$ cat config.mk
export PLATFORM = sky130hd
export DESIGN_NAME = core_sequencer
export DESIGN_NICKNAME = d
export VERILOG_FILES = /design/src/rtl/core_sequencer.sv
export SDC_FILE = /design/constraint.sdc
export NUM_CORES = 1
export LEC_CHECK = 0
export ABC_AREA = 0
export CAP_MARGIN = 10
export CORE_MARGIN = 10
export CORE_UTILIZATION = 30
export DETAILED_ROUTE_END_ITERATION = 8
export SETUP_SLACK_MARGIN = 0.3
export SLEW_MARGIN = 20
export SYNTH_ARGS = -nofsm -noshare
export SYNTH_HDL_FRONTEND = slang
export SYNTH_SLANG_ARGS = --single-unit
$ cat constraint.sdc
create_clock -name clk -period 2.05 [get_ports clk]
set_input_delay 0.3075 -clock clk [delete_from_list [all_inputs] [get_ports clk]]
set_output_delay 0.3075 -clock clk [all_outputs]
set_load 0.005 [all_outputs]
$ cat src/rtl/core_sequencer.sv
// Multi-cycle control sequencer for the single-issue RV32I core: steps each instruction
// through FETCH/EXEC/MEM/WB, arbitrates the shared memory port and counts retirements.
module core_sequencer #(
    parameter int unsigned TIMEOUT = 255,
    parameter int unsigned CNTW    = 32
) (
    input  logic            clk,
    input  logic            rst_n,
    input  logic [6:0]      opcode,
    input  logic            dec_regwr,
    input  logic            dec_memwr,
    input  logic            mem_ack,
    output logic            mem_req,
    output logic            mem_we,
    output logic            addr_sel,
    output logic            ir_we,
    output logic            pc_we,
    output logic            rf_we,
    output logic            fault,
    output logic [CNTW-1:0] retired,
    output logic [2:0]      state
);

    typedef enum logic [2:0] {
        IDLE  = 3'd0,
        FETCH = 3'd1,
        EXEC  = 3'd2,
        MEM   = 3'd3,
        WB    = 3'd4,
        HALT  = 3'd5
    } state_t;

    // Wait counter only needs to reach TIMEOUT-1; it saturates beyond that.
    localparam int unsigned WW = (TIMEOUT < 2) ? 1 : $clog2(TIMEOUT);
    localparam int unsigned TLIM_I = (TIMEOUT == 0) ? 0 : TIMEOUT - 1;
    localparam logic [WW-1:0] TLIM = WW'(TLIM_I);
    localparam logic [WW-1:0] WMAX = '1;

    state_t            state_q;
    state_t            state_d;
    logic [WW-1:0]     wcnt_q;
    logic              fault_q;
    logic [CNTW-1:0]   retired_q;
    logic              timeout_c;

    assign timeout_c = (TIMEOUT != 0) && (wcnt_q == TLIM);

    always_ff @(posedge clk or negedge rst_n) begin
        if (!rst_n) begin
            state_q   <= IDLE;
            wcnt_q    <= '0;
            fault_q   <= 1'b0;
            retired_q <= '0;
        end else begin
            state_q <= state_d;
            if (state_d == HALT) begin
                fault_q <= 1'b1;
            end
            if (state_q == WB) begin
                retired_q <= retired_q + CNTW'(1);
            end
            // Clear on entry to a request state, otherwise count un-acked request cycles.
            if ((state_d != state_q) && ((state_d == FETCH) || (state_d == MEM))) begin
                wcnt_q <= '0;
            end else if (((state_q == FETCH) || (state_q == MEM)) && !mem_ack
                         && (wcnt_q != WMAX)) begin
                wcnt_q <= wcnt_q + WW'(1);
            end
        end
    end

    always_comb begin
        state_d  = state_q;
        mem_req  = 1'b0;
        mem_we   = 1'b0;
        addr_sel = 1'b0;
        ir_we    = 1'b0;
        pc_we    = 1'b0;
        rf_we    = 1'b0;
        case (state_q)
            IDLE: state_d = FETCH;
            FETCH: begin
                mem_req = 1'b1;
                if (mem_ack) begin
                    ir_we   = 1'b1;
                    state_d = EXEC;
                end else if (timeout_c) begin
                    state_d = HALT;
                end
            end
            EXEC: begin
                case (opcode)
                    7'b0000011, 7'b0100011: state_d = MEM;
                    7'b0110011, 7'b0010011, 7'b1100011, 7'b1101111,
                    7'b1100111, 7'b0110111, 7'b0010111: state_d = WB;
                    default: state_d = HALT;
                endcase
            end
            MEM: begin
                mem_req  = 1'b1;
                addr_sel = 1'b1;
                mem_we   = dec_memwr;
                if (mem_ack) begin
                    state_d = WB;
                end else if (timeout_c) begin
                    state_d = HALT;
                end
            end
            WB: begin
                rf_we   = dec_regwr;
                pc_we   = 1'b1;
                state_d = FETCH;
            end
            HALT: state_d = HALT;
            default: state_d = IDLE;
        endcase
    end

    assign fault   = fault_q;
    assign retired = retired_q;
    assign state   = state_q;

endmodule

==> impl_metrics.toml <==
[global_route]
grt_overflow_total = 0
antenna_found_initial = 0
first_global_vias = 1791
grt_pass1_wl_mm = 8.74
grt_max_degree = 36
track_usage = 0.0959

[sta]
fin_skew_ps = 4.36
finalSetupViolations = 0
slew_violations = 0
finalCritPeriodShare = 0.873
hold_viol = 0
slew-limit-headroom = 0.496
fmaxAchievable_mhz = 559
fin_crit_ps = 1790
tightest_slew_ps = 756
finalSetupTns_ps = 0
rsz0062_at_grt = "yes"

[critical_path]
cp.arrival_ps = 2010
rr_startpoint = "state[0]"
end_kind = "register"
r2r_slack_ps = 260
path_class = "register to register"
cp.required_ps = 2270
path_max_fanout = 3
crit_chain = "or3b_4, buf_6, nor4_4, buf_4, nand3_4, nor3_2, xor2_1"
cp-start-kind = "register"
reg2reg_to = "retired[19]"
rr_worst_depth = 7
crit_family = "simple AND/OR/NAND/NOR gates"
cpMaxStageDelayCell = "or3b_4"
slowest_delay_ps = 400
critPathBufInv = 2

[clock_network]
cts.reportedPaths.clkPinSlew_ps = 90
cts_tree = "built"
cts_root_buf = "clkbuf_8"
cts.sinks = 44
h-tree-depth = 2
cts_buffer_depth = 2
postCtsHoldBufs = 0
clock_latency_ps = 300
numCtsBuffers = 5

[power_and_ir_drop]
p_sw_frac = 0.310
p_sw_mw = 0.783
power.internal_mw = 1.74
p_per_area_nw_per_um2 = 815
clock_power_share = 0.273
p_leak_nw = 1.35
combPwrFrac = 0.313
ir_worst_vdd_mv = 0.500
power.share.sequential = 0.414

[final_layout]
layout_commonest_cell = "clkdlybuf4s50_1"
layout.nets = 296
multi_input_area_um2 = 1080
area_delta_synth_final_pct = 43.9
final-seq-area_um2 = 1100
mostFrequentLayoutCells = "clkdlybuf4s50_1, dfrtp_1, xnor2_1"
n_fill_cell = 643
final_util = 0.451
n_antenna_cell = 0
drive_above_1_share = 0.184

[synthesis]
yosys_warnings = 0
synth_edf_count = 0
post_synth_main_area_contributors = "dfrtp_1, xnor2_1, xor2_1, nand2_1, nand4_1"
synth-async-reset-ratio = 1.00
synthFlopType = "dfrtp_1"
postSynthCellCount = 209
ys_seq_elements = 44
synth_top_area_share = 0.511
synth_nets = 224
synth.distinct_cells = 38
seq_area_frac_synth = 0.511
synth.avg_cell_area_um2 = 10.3
synth_top_area_cell = "dfrtp_1"
syn_area_um2 = 2150

[routing]
routed_wl_mm = 5.40
num_vias = 1774
viasPerCell = 4.69
avgRoutedWirePerCell_um = 14.3
first_pass_iters = 4
drt-initial-drc-count = 71
postRouteAntennaNets = 0
drc = 0

[outcome]
status = "completed"

[worst_hold_path]
hp-class = "primary input to asynchronous set/reset pin"

[die]
pin_count = 54
row_count = 30
initial_core_util = 0.313
die_area_um2 = 11000
die_height_um = 105
die_x_um = 105
core_area_um2 = 6870

[place]
place_hpwl_mm = 3.93
routabilityCongestion = 0.763
io_buffers = 53

[run]
drv_cap = 0
cell type report:
class,count,share of cell area
clock inverter,3,0.0149
multi-input combinational,151,0.349
timing repair buffer,70,0.209
sequential,44,0.355
clock buffer,5,0.0222
inverter,9,0.0109
tap,96,0.0388
power groups by stage:
stage | clock network (mW) | registers (mW) | logic, mW
floorplan | 0 | 1.07 | 0.355
global placement | 0 | 1.06 | 0.768
detailed placement | 0 | 1.06 | 0.772
CTS | 0.714 | 1.04 | 0.771
global route | 0.738 | 1.06 | 0.884
finish | 0.688 | 1.05 | 0.789
cell families after synthesis:
group	after synthesis	synth area share
AO/OA/AOI/OAI	20	0.0628
XOR/XNOR	35	0.142
adder cells (fa/ha/maj)	3	0.0174
buffers and inverters	14	0.0261
flip-flops	44	0.511
multiplexers	1	0.00523
AND/OR/NAND/NOR	92	0.235
stage by stage:
stage                     hold WS (ps)  cell area (um^2)  std cells  total power, mW  setup WS [ps]
after detailed placement           435              2850        362             1.83            127
final                             66.9              3100        378             2.52            261
after global routing               134              3100        378             2.68            163
after floorplan                   11.9              2170        209             1.42            249
after CTS                         97.4              3000        373             2.53            144
after global placement             432              2850        362             1.83            147
state kept, by name, summed over array words and instances (netlist names):
signal and count:
wcnt_q 8, state 3, fault 1, retired 32
cells in the mapped netlist (4+ instances only):
cell type  number
dfrtp_1        44
xor2_1         13
and4_1          4
a21oi_1         6
inv_1           9
and3_1          6
nand3_1        10
nand4_1        12
nand2_1        20
xnor2_1        22
nor2_1         20
what timing repair did:
item	CTS	global route
setup buffers	3	5
gates resized for setup	12	25
pin swaps	0	8
setup endpoints to repair	20	27
routing by layer:
layer  share of wire  global-route usage
met5               0                   0
met4           0.014              0.0353
met3           0.050              0.0362
met2            0.52               0.169
met1            0.42               0.101
how the worst max path moves through the flow:
stage | end | cells past startpoint | from
after floorplan | retired[23] | 7 | state[1]
after global placement | retired[23] | 6 | state[0]
after detailed placement | wcnt_q[3] | 7 | opcode[3]
after CTS | rf_we | 4 | state[0]
after global routing | retired[15] | 7 | state[0]
final | retired[19] | 7 | state[0]
Note: power is estimated with default switching activity, not from simulation.
